`config.mk`:
```
export PLATFORM = sky130hd
export DESIGN_NAME = fifo_sync_param
export DESIGN_NICKNAME = d
export VERILOG_FILES = /design/src/rtl/fifo_sync_param.sv
export SDC_FILE = /design/constraint.sdc
export NUM_CORES = 1
export LEC_CHECK = 0
export ABC_AREA = 1
export CORE_MARGIN = 4
export CORE_UTILIZATION = 45
export CTS_CLUSTER_DIAMETER = 120
export CTS_CLUSTER_SIZE = 20
export DETAILED_ROUTE_END_ITERATION = 7
export PLACE_DENSITY_LB_ADDON = 0.1
export SYNTH_ARGS = -nofsm -noshare
export SYNTH_HDL_FRONTEND = slang
export SYNTH_SLANG_ARGS = --single-unit
export TNS_END_PERCENT = 5
```
`constraint.sdc`:
```
create_clock -name clk_i -period 5.7 [get_ports clk_i]
set_input_delay 0.855 -clock clk_i [delete_from_list [all_inputs] [get_ports clk_i]]
set_output_delay 0.855 -clock clk_i [all_outputs]
set_load 0.01 [all_outputs]
```
`src/rtl/fifo_sync_param.sv`:
```
// fifo_sync_param: parametrised single-clock FIFO with status and sticky error flags.
// Define FIFO_FWFT_EN for first-word-fall-through reads; default is registered reads.
module fifo_sync_param #(
    parameter int D_WIDTH  = 32,
    parameter int ADDR_W   = 4,
    parameter int AF_LEVEL = 2**ADDR_W - 2,
    parameter int AE_LEVEL = 2
) (
    input  logic               clk_i,
    input  logic               rst_ni,
    input  logic               clr_i,
    input  logic               wr_en_i,
    input  logic [D_WIDTH-1:0] wr_data_i,
    input  logic               rd_en_i,
    output logic [D_WIDTH-1:0] rd_data_o,
    output logic               rd_valid_o,
    output logic               full_o,
    output logic               empty_o,
    output logic               almost_full_o,
    output logic               almost_empty_o,
    output logic [ADDR_W:0]    count_o,
    output logic               overflow_o,
    output logic               underflow_o
);

    localparam int DEPTH = 2**ADDR_W;
    localparam logic [ADDR_W:0] DEPTH_C = (ADDR_W+1)'(DEPTH);
    localparam logic [ADDR_W:0] AF_C    = (ADDR_W+1)'(AF_LEVEL);
    localparam logic [ADDR_W:0] AE_C    = (ADDR_W+1)'(AE_LEVEL);

    logic [D_WIDTH-1:0] mem_q [DEPTH];

    logic [ADDR_W:0] wr_ptr_q, wr_ptr_d;
    logic [ADDR_W:0] rd_ptr_q, rd_ptr_d;
    logic [ADDR_W:0] count;
    logic            ovf_q, ovf_d;
    logic            unf_q, unf_d;
    logic            push_ok, pop_ok;

    // Occupancy falls out of the wrap-bit pointers.
    assign count = wr_ptr_q - rd_ptr_q;

    assign count_o        = count;
    assign full_o         = (count == DEPTH_C);
    assign empty_o        = (count == '0);
    assign almost_full_o  = (count >= AF_C);
    assign almost_empty_o = (count <= AE_C);
    assign overflow_o     = ovf_q;
    assign underflow_o    = unf_q;

    // Accept decisions from registered state; a full FIFO may push if it also pops.
    always_comb begin
        pop_ok  = rd_en_i & ~empty_o;
        push_ok = wr_en_i & (~full_o | pop_ok);
    end

    // Pointer and sticky-flag next state; flush wins over push/pop.
    always_comb begin
        wr_ptr_d = wr_ptr_q;
        rd_ptr_d = rd_ptr_q;
        ovf_d    = ovf_q;
        unf_d    = unf_q;
        if (clr_i) begin
            wr_ptr_d = '0;
            rd_ptr_d = '0;
            ovf_d    = 1'b0;
            unf_d    = 1'b0;
        end else begin
            if (push_ok) wr_ptr_d = wr_ptr_q + 1'b1;
            if (pop_ok)  rd_ptr_d = rd_ptr_q + 1'b1;
            ovf_d = ovf_q | (wr_en_i & ~push_ok);
            unf_d = unf_q | (rd_en_i & ~pop_ok);
        end
    end

    // Control state register.
    always_ff @(posedge clk_i or negedge rst_ni) begin
        if (!rst_ni) begin
            wr_ptr_q <= '0;
            rd_ptr_q <= '0;
            ovf_q    <= 1'b0;
            unf_q    <= 1'b0;
        end else begin
            wr_ptr_q <= wr_ptr_d;
            rd_ptr_q <= rd_ptr_d;
            ovf_q    <= ovf_d;
            unf_q    <= unf_d;
        end
    end

    // Storage write; contents are never reset.
    always_ff @(posedge clk_i) begin
        if (push_ok && !clr_i) begin
            mem_q[wr_ptr_q[ADDR_W-1:0]] <= wr_data_i;
        end
    end

`ifdef FIFO_FWFT_EN

    // Head word is always presented; rd_en_i only acknowledges it.
    always_comb begin
        rd_data_o  = mem_q[rd_ptr_q[ADDR_W-1:0]];
        rd_valid_o = ~empty_o;
    end

`else

    logic [D_WIDTH-1:0] rd_data_q, rd_data_d;
    logic               rd_valid_q, rd_valid_d;

    // Registered read: capture the head on an accepted pop, else hold data.
    always_comb begin
        rd_data_d  = rd_data_q;
        rd_valid_d = 1'b0;
        if (!clr_i && pop_ok) begin
            rd_data_d  = mem_q[rd_ptr_q[ADDR_W-1:0]];
            rd_valid_d = 1'b1;
        end
    end

    // Read output register.
    always_ff @(posedge clk_i or negedge rst_ni) begin
        if (!rst_ni) begin
            rd_data_q  <= '0;
            rd_valid_q <= 1'b0;
        end else begin
            rd_data_q  <= rd_data_d;
            rd_valid_q <= rd_valid_d;
        end
    end

    assign rd_data_o  = rd_data_q;
    assign rd_valid_o = rd_valid_q;

`endif

endmodule
```
==> qor.yml, run 1 <==
status:
  outcome: "finished, final reports clean"
min_path:
  hold_path.class: "in2async"
finish:
  fin_util: 0.504
  area_growth_pct: 10.4
  drive_gt1_frac: 0.0476
  antenna_cells: 0
  fin_nets: 1913
clock_network:
  clkSlewWorstSetupHoldPaths_ns: 0.09
  ctsHoldBuffers: 0
  post_cts_resized: 0
  cts_root_buf: "clkbuf_16"
  cts.sinks: 557
  cts_setup_buffers: 0
  cts_tree: "done"
  clk_latency_ns: 0.61
  cts_made_buffers: 31
  htreeDepth: 1
  clockBufferDepth: 3
pwr:
  cellPowerDensity_mw_per_mm2: 393
  ir_drop_v: 0.000295
  p_leak_nw: 8.41
  power_mw: 9.73
critical_path:
  cp.required_ns: 5.99
  cpPeakStageDelay_ns: 0.89
  path_common_cell: "nand2_1"
  critical_path_peak_fanout: 33
  end_kind: "flop"
  path_cells: "clkinv_1 > buf_4 > ha_1 > a21oi_1 > nand2_1 > nand2_1 > nand2_1 > nand4_2 > nand3_1 > nor2_4 > buf_4"
  regToRegSetupSlack_ns: 1.45
  criticalPathCategory: "reg2reg"
  crit_slowest_cell: "nor2_4"
  r2r_end: "mem_q[8][12]$_DFFE_PP_"
  arrival_ns: 4.54
  rr_startpoint: "rd_ptr_q[2]$_DFFE_PN0P_"
  startpoint_type: "flop"
  worst_r2r_path_depth: 11
floorplan:
  die_h_um: 231
  rows: 81
  start_util: 0.457
  fp.dieArea_sq_mm: 0.0534
  top_level_ports: 81
  core_area_sq_mm: 0.0491
  fp.dieW_um: 231
drt:
  drt-initial-drc-count: 1261
  routedWlPerCell_um: 21.3
  wl_mm: 54.4
  vias: 14100
  ant_nets: 0
  vias_per_cell: 5.52
  drc: 0
  dr.pass1.iters: 5
synth:
  syn_nets: 1879
  syn_area_sq_mm: 0.0224
  synthCells: 1832
  syn_avg_cell_area_sq_um: 12.2
  ys_types: 31
  ys_ff_latch: 557
  yosys_warnings: 0
  synth_seq_area_share: 0.737
timing:
  slew_headroom: 0.0869
  finalSetupViolations: 0
  whs_ns: 0.419
  hold_viol_final: 0
  grt_setup_unrepaired: "no"
  timing.final.crit_share: 0.746
  tns_ns: 0
  drv_slew: 0
  worstMarginPinSlew_ns: 1.37
  final.min_clock_period_ns: 4.25
  worst_clock_skew_ns: 0.0137
  max_freq_mhz: 235
global_routing:
  antenna_found_initial: 0
  gr-usage-met2: 0.310
  busiest_layer: "met2"
  track_usage: 0.199
  overflow: 0
  grt_max_degree: 228
  use_met3: 0.0226
  grt_pass1_wl_mm: 82.9
  gr-usage-met1: 0.305
  grt_pass1_vias: 13500
placement:
  gp_congestion: 0.764
  hpwl_mm: 28.5
  port_buffers: 80
job:
  drv_cap: 0
sequential cells by signal, indices dropped and copies added (netlist names):
name / flops
mem_q: 512
rd_valid_o: 1
rd_ptr_q: 5
overflow_o: 1
rd_data_o: 32
wr_ptr_q: 5
underflow_o: 1
critical path: cells and delay by family (launching register included):
family          cells  cell delay, ns
buf+inv             3            0.89
compound gates      1            0.21
fa+ha+maj           1            0.39
simple gates        6            2.01
flops               1            0.41
metrics by stage:
step	worst slack [ns]	std cells	area [sq um]
detailed placement	1.47	2496	23800
global placement	1.45	2496	23800
floorplan	0.969	1832	22400
CTS	1.44	2552	24700
global route	1.23	2553	24700
finish	1.45	2553	24700
kinds of logic after synthesis:
group,after synthesis,share of synthesized area
buffers and inverters,164,0.0349
adders and majority gates,10,0.00592
AOI/OAI and AO/OA,390,0.0961
xor gates and xnor gates,9,0.00352
DFF,557,0.737
and+or+nand+nor,702,0.123
area by class of cell:
cell class / instances / area [sq um]
repair buffers: 111 / 1070
flip-flops and latches: 557 / 16500
clock inverters: 1 / 5.00
well taps: 664 / 831
multi-input cells: 1111 / 5230
clock buffers: 55 / 866
fillers: 4416 / 24300
inverters: 54 / 208
synth_stat cells, drive strengths merged:
cell type / number / area, sq um
o21ai: 290 / 1450
o22ai: 32 / 200
o211ai: 64 / 480
nand2: 259 / 975
nor4: 1 / 6.26
buf: 47 / 342
clkbuf: 63 / 236
fa: 1 / 20.0
nor2: 372 / 1400
nand4: 6 / 43.8
xnor2: 2 / 17.5
nand3: 57 / 290
nand3b: 2 / 15.0
ha: 9 / 113
inv: 53 / 199
clkinv: 1 / 3.75
xor2: 7 / 61.3
a21oi: 4 / 20.0
nor3: 5 / 25.0
edfxtp: 512 / 15400
dfrtp: 45 / 1130
metal layers:
metal,share of wire,vias up
met3,0.050,73
met1,0.47,7097
met2,0.46,382
li1,-,6533
met5,0,-
met4,0.022,0
cell usage in the layout, fill, tap and decap left out, types with 2 or more instances in the layout:
cell / count
xor2_1: 7
o211ai_1: 64
buf_12: 2
clkdlybuf4s50_1: 79
nand4_1: 5
nand3_1: 56
buf_4: 28
dfrtp_4: 2
o21ai_1: 52
nor2_4: 12
xnor2_1: 2
edfxtp_1: 512
a21oi_1: 4
clkinv_1: 2
o21ai_0: 238
clkbuf_16: 31
nor2_1: 359
nand3b_1: 2
ha_1: 9
inv_1: 50
dfrtp_1: 42
clkbuf_1: 24
nand2_1: 258
o22ai_1: 32
nor3_2: 5
worst max path at each step:
| stage | startpoint | endpoint | slack [ns] |
|---|---|---|---|
| final | rd_ptr_q[2]$_DFFE_PN0P_ | mem_q[8][12]$_DFFE_PP_ | 1.45 |
| after global routing | rd_ptr_q[2]$_DFFE_PN0P_ | mem_q[8][16]$_DFFE_PP_ | 1.23 |
| after CTS | rd_ptr_q[2]$_DFFE_PN0P_ | mem_q[8][13]$_DFFE_PP_ | 1.44 |
| after detailed placement | rd_ptr_q[2]$_DFFE_PN0P_ | mem_q[8][17]$_DFFE_PP_ | 1.47 |
| after global placement | rd_ptr_q[2]$_DFFE_PN0P_ | mem_q[8][17]$_DFFE_PP_ | 1.45 |
| after floorplan | rd_ptr_q[2]$_DFFE_PN0P_ | mem_q[2][0]$_DFFE_PP_ | 0.97 |
power breakdown:
part           internal (mW)  switching (mW)
clock network           1.03            1.28
registers               4.63          0.0785
logic                  0.946            1.76
total                   6.61            3.12
Power figures use the tool's default switching activity.
==> run 2: changes to the inputs <==
clock period = 3.9 ns   (was 5.7 ns; I/O delays follow)
==> run 2 against run 1 <==
  * Die area did not move
  * Clock skew about the same
  * Clock power increased by 45%
  * Register-to-register slack got worse by 0.71 ns
  * Count of clock-buffer cells in the layout grew 1
  * Largest cell class unchanged
==> qor.yml, run 2 (same netlist as run 1, synthesis figures left out) <==
status:
  outcome: "finished, final reports clean"
clock_network:
  post_cts_resized: 0  # unchanged
  clkSlewWorstSetupHoldPaths_ns: 0.09  # about the same
  htreeDepth: 1  # unchanged
  ctsHoldBuffers: 0  # unchanged
  clockBufferDepth: 3  # unchanged
  cts.sinks: 557  # unchanged
  cts_tree: "done"
  cts_made_buffers: 31  # unchanged
  cts_root_buf: "clkbuf_16"
  cts_setup_buffers: 0  # unchanged
  clk_latency_ns: 0.60  # about the same
critical_path:
  end_kind: "primary output"
  criticalPathCategory: "reg2out"
  critical_path_peak_fanout: 5  # -85%
  arrival_ns: 3.05  # -1.49 ns
  startpoint_type: "flop"
  cp.required_ns: 3.31  # -2.68 ns
timing:
  final.min_clock_period_ns: 3.63
  setup_ws_ns: 0.265  # -1.18 ns
  slew_headroom: 0.315  # +0.229
  finalSetupViolations: 0  # unchanged
  worst_clock_skew_ns: 0.0133  # -0.000460 ns
  max_freq_mhz: 275
  grt_setup_unrepaired: "no"
  timing.final.crit_share: 0.932
  drv_slew: 0  # unchanged
  hold_viol_final: 0  # unchanged
  worstMarginPinSlew_ns: 1.03  # -0.340 ns
  whs_ns: 0.133  # -0.285 ns
floorplan:
  rows: 81  # unchanged
  fp.dieW_um: 231  # unchanged
  fp.dieArea_sq_mm: 0.0534  # unchanged
  die_h_um: 231  # unchanged
  start_util: 0.457  # unchanged
  top_level_ports: 81  # unchanged
  core_area_sq_mm: 0.0491  # unchanged
finish:
  area_growth_pct: 11.4
  layout_common_cells: "edfxtp_1, nor2_1, nand2_1, o21ai_0, clkdlybuf4s50_1"
  antenna_cells: 0  # unchanged
  largest_reg_flops: 512  # unchanged
  drive_gt1_frac: 0.0561  # +0.00844
  final_area_sq_mm: 0.0249  # +0.88%
  fin_nets: 1931  # +0.94%
  mostFrequentLayoutCell: "edfxtp_1"
  fillers: 4300  # -2.6%
drt:
  dr.pass1.iters: 5  # unchanged
  vias_per_cell: 5.44  # -1.3%
  drc: 0  # unchanged
  wl_mm: 57.3  # +5.3%
  drt-initial-drc-count: 1423  # +13%
  routedWlPerCell_um: 22.3  # +4.6%
  ant_nets: 0  # unchanged
  vias: 14000  # -0.61%
pwr:
  p_int_mw: 9.72  # +47%
  p_sw_frac: 0.320  # -0.00101
  ir_drop_v: 0.000327  # +11%
  combPwrFrac: 0.281  # +0.003
  p_leak_nw: 8.52  # +1.3%
  p_switching_mw: 4.57  # +46%
  p_seq_frac: 0.484  # about the same
  clkPwrFrac: 0.235  # -0.002
  cellPowerDensity_mw_per_mm2: 573  # +46%
  power_mw: 14.3  # +47%
global_routing:
  antenna_found_initial: 0  # unchanged
  grt_pass1_vias: 13500  # +0.13%
  grt_max_degree: 171  # -25%
  grt_pass1_wl_mm: 86.6  # +4.5%
  track_usage: 0.213  # +0.0136
  overflow: 0  # unchanged
min_path:
  hold_path.class: "in2async"
job:
  drv_cap: 0  # unchanged
placement:
  place_ws_ns: 0.771  # -0.699 ns
  place_area_sq_mm: 0.0241  # +1.0%
  port_buffers: 80  # unchanged
  hpwl_mm: 28.7  # +0.54%
  gp_congestion: 0.764  # about the same
-- run 2: metrics by stage --
stage / cells / setup TNS (ns) / util
after floorplan: 1832 / -146.16 / -
after global placement: 2515 / 0 / 0.491
after detailed placement: 2515 / 0 / 0.491
after CTS: 2572 / 0 / 0.508
after global routing: 2572 / 0 / 0.508
final: 2572 / 0 / 0.508
-- run 2: cell type report --
| cell class | count | area [sq um] | area share |
|---|---|---|---|
| flip-flops and latches | 557 | 16500 | 0.662 |
| multi-input cells | 1111 | 5230 | 0.210 |
| repair buffers | 129 | 1290 | 0.0517 |
| clock buffers | 56 | 870 | 0.0349 |
| well taps | 664 | 831 | 0.0333 |
| inverters | 54 | 208 | 0.00833 |
| clock inverters | 1 | 3.75 | 0.000150 |
-- run 2: worst paths after layout --
path	start	end	slack, ns	cells past startpoint
hold / removal	rst_ni	underflow_o$_DFF_PN0_	0.13	1
setup reg to reg	wr_ptr_q[0]$_DFFE_PN0P_	mem_q[8][28]$_DFFE_PP_	0.74	10
hold reg to reg	rd_data_o[6]$_DFFE_PN0P_	rd_data_o[6]$_DFFE_PN0P_	0.48	2
setup / recovery	wr_ptr_q[0]$_DFFE_PN0P_	almost_empty_o	0.27	8
max in group asynchronous	rst_ni	rd_data_o[10]$_DFFE_PN0P_	2.79	2
min in group clk_i	rd_data_o[6]$_DFFE_PN0P_	rd_data_o[6]$_DFFE_PN0P_	0.48	2
-- run 2: routing by layer --
layer	vias up	wire length [um]	part of all wire	GRT usage
met2	378	26800	0.47	0.344
met1	6987	26500	0.46	0.317
met4	0	973	0.017	0.0423
li1	6568	-	-	-
met3	66	3110	0.054	0.0237
met5	-	0	0	0
-- run 2: power by group through the flow --
stage	Sequential, mW	Combinational (mW)	Clock [mW]
finish	6.92	4.02	3.36
global route	6.95	4.51	3.69
CTS	6.92	4.06	3.43
detailed placement	7.05	4.04	0
global placement	7.05	4.02	0
floorplan	7.09	2.60	0
-- run 2: critical path, stage by stage (launching register included) --
cell,delay (ns)
dfrtp_1,0.43
inv_1,0.12
ha_1,0.24
fa_1,0.41
nand3b_1,0.21
nand3_1,0.10
nand2_1,0.11
nor4_1,0.24
clkdlybuf4s50_1,0.58
==> variant: new RTL, config.mk and constraints of run 1 <==
Set the parameter `D_WIDTH` to 64 (it was 32).
--- a/src/rtl/fifo_sync_param.sv
+++ b/src/rtl/fifo_sync_param.sv
@@ -1,7 +1,7 @@
 // fifo_sync_param: parametrised single-clock FIFO with status and sticky error flags.
 // Define FIFO_FWFT_EN for first-word-fall-through reads; default is registered reads.
 module fifo_sync_param #(
-    parameter int D_WIDTH  = 32,
+    parameter int D_WIDTH  = 64,
     parameter int ADDR_W   = 4,
     parameter int AF_LEVEL = 2**ADDR_W - 2,
     parameter int AE_LEVEL = 2
Interface: changed (resized rd_data_o and wr_data_i); port bits go from 81 to 145. The function was not compared with the original's and may differ.
==> variant against run 1 <==
Sequential power grew 99%; routed wire length grew 99%; largest power group unchanged; global-route usage grew 0.87 points; critical path depth is the same; worst hold slack lost 0.15 ns; worst setup slack lost 0.14 ns; via count grew 91%; cell area grew 94%; synthesized area grew 95%; clock power grew 100%; power grew 96%; sequential cell count grew 544.
==> variant: results (changes against run 1) <==
EDFF count, synth=1024 (+100%); layout cells sized above 1=4.470% (-0.29 points); Post-synth ARST share=6.994% (-1.1 points); cell count after synthesis=3512 (+92%); Wirelength per Cell=22.16 um (+3.9%); initial antenna violation count=4 (+4); slowest CP cell=buf_4; total power=19.06 mW (+96%); Pleak=16.15 nW (+92%); CP peak stage delay=0.95 ns (+0.06 ns); crit path to=rd_data_o[38]$_DFFE_PN0P_; Post-synth top cells=1024 x edfxtp_1, 724 x nor2_1, 481 x nand2_1; Placed Cells=4763 (+91%); Final Wtd Congestion=0.7587 (-0.73%); peak fanout along the critical path=99 (+200%); Syn Nets=3591 (+91%); largest net degree at the start of global routing=243 (+6.6%); Compound-Gate Fraction of Synth Area=9.775% (+0.17 points); Clk. pwr=4.61 mW (+100%); first-pass GRT wire length=163900 um (+98%); Placed Instance Area=46280 sq um (+94%); met2 usage=36.40% (+5.4 points); FF-to-FF setup slack=1.31 ns (-0.14 ns); Worst Path Arrival=5.00 ns (+0.46 ns); Avg Vias per Cell=5.524 (+0.13%); final WL=108200 um (+99%); clk_lat worst skew=0.68 ns (+0.07 ns); actual slew at the worst max-slew pin=1.238 ns (-0.1280 ns); Peak VDD IR=0.0006184 V (+110%); worst setup path startpoint=rd_ptr_q[1]$_DFFE_PN0P_; depth of the CTS H-tree=2 (+1); result of the run=finished, final reports clean; adder-cell share of the synthesized area=0.3030% (-0.29 points); number of global-route vias before repair=26770 (+98%); DRT iter0 DRCs=2275 (+80%); WL met2=54190 um (+120%); max FFs per register=1024 (+100%); met3 routed wirelength=5621 um (+110%); PortBufs=144 (+80%); internal power=13.02 mW (+97%); dominant cells by area after synthesis=edfxtp_1 70%, nor2_1 6.2%, dfrtp_1 4.4%, o21ai_0 4.2%, nand2_1 4.1%; grt met1 use=28.03% (-2.4 points); Synth cell types=29 (-6.5%); GRT Overall Usage=20.79% (+0.87 points); GR Util met3=2.411% (+0.15 points); filler instances=8370 (+90%); Setup Skew=0.02242 ns (+0.008683 ns)
variant: cell count changes after synthesis, moves of 32 or more:
cell             run 1  this run
nand2_1            258       481
o21ai_0            238       369
clkbuf_1            63       112
nor2_1             371       724
dfrtp_1             45        77
o22ai_1             32        64
edfxtp_1           512      1024
o21ai_1             52       210
o211ai_1            64       128
variant: worst min-delay path by stage:
stage | startpoint | to | slack (ns) | cells past startpoint
after floorplan | rd_data_o[6]$_DFFE_PN0P_ | rd_data_o[6]$_DFFE_PN0P_ | 0.51 | 2
after global placement | rd_data_o[45]$_DFFE_PN0P_ | rd_data_o[45]$_DFFE_PN0P_ | 0.46 | 2
after detailed placement | rd_data_o[24]$_DFFE_PN0P_ | rd_data_o[24]$_DFFE_PN0P_ | 0.46 | 2
after CTS | rst_ni | rd_data_o[1]$_DFFE_PN0P_ | 0.25 | 1
after global routing | rst_ni | rd_data_o[1]$_DFFE_PN0P_ | 0.29 | 1
final | rst_ni | rd_data_o[1]$_DFFE_PN0P_ | 0.27 | 1
variant: layout make-up:
class	instances	share of cell area [%]
Clock buffer	113	3.669
Tap cell	1276	3.321
Antenna cell	2	0.01041
Clock inverter	2	0.05986
Inverter	86	0.6975
Timing Repair Buffer	198	4.122
Sequential cell	1101	67.99
Multi-Input combinational cell	2102	20.13
variant: stage by stage:
step / util [%] / hold WS, ns / setup TNS (ns)
after floorplan: - / 0.5121 / -377.25
after CTS: 49.78 / 0.2495 / 0
after global placement: 47.93 / 0.4627 / 0
after detailed placement: 47.93 / 0.4638 / 0
after global routing: 49.78 / 0.2859 / 0
final: 49.79 / 0.2688 / 0
variant: critical path, delay by kind of cell (launching register included):
family,cells,cell delay (ns)
compound gates,2,0.44
buf+inv,4,2.51
flops,1,0.84
simple gates,5,0.37
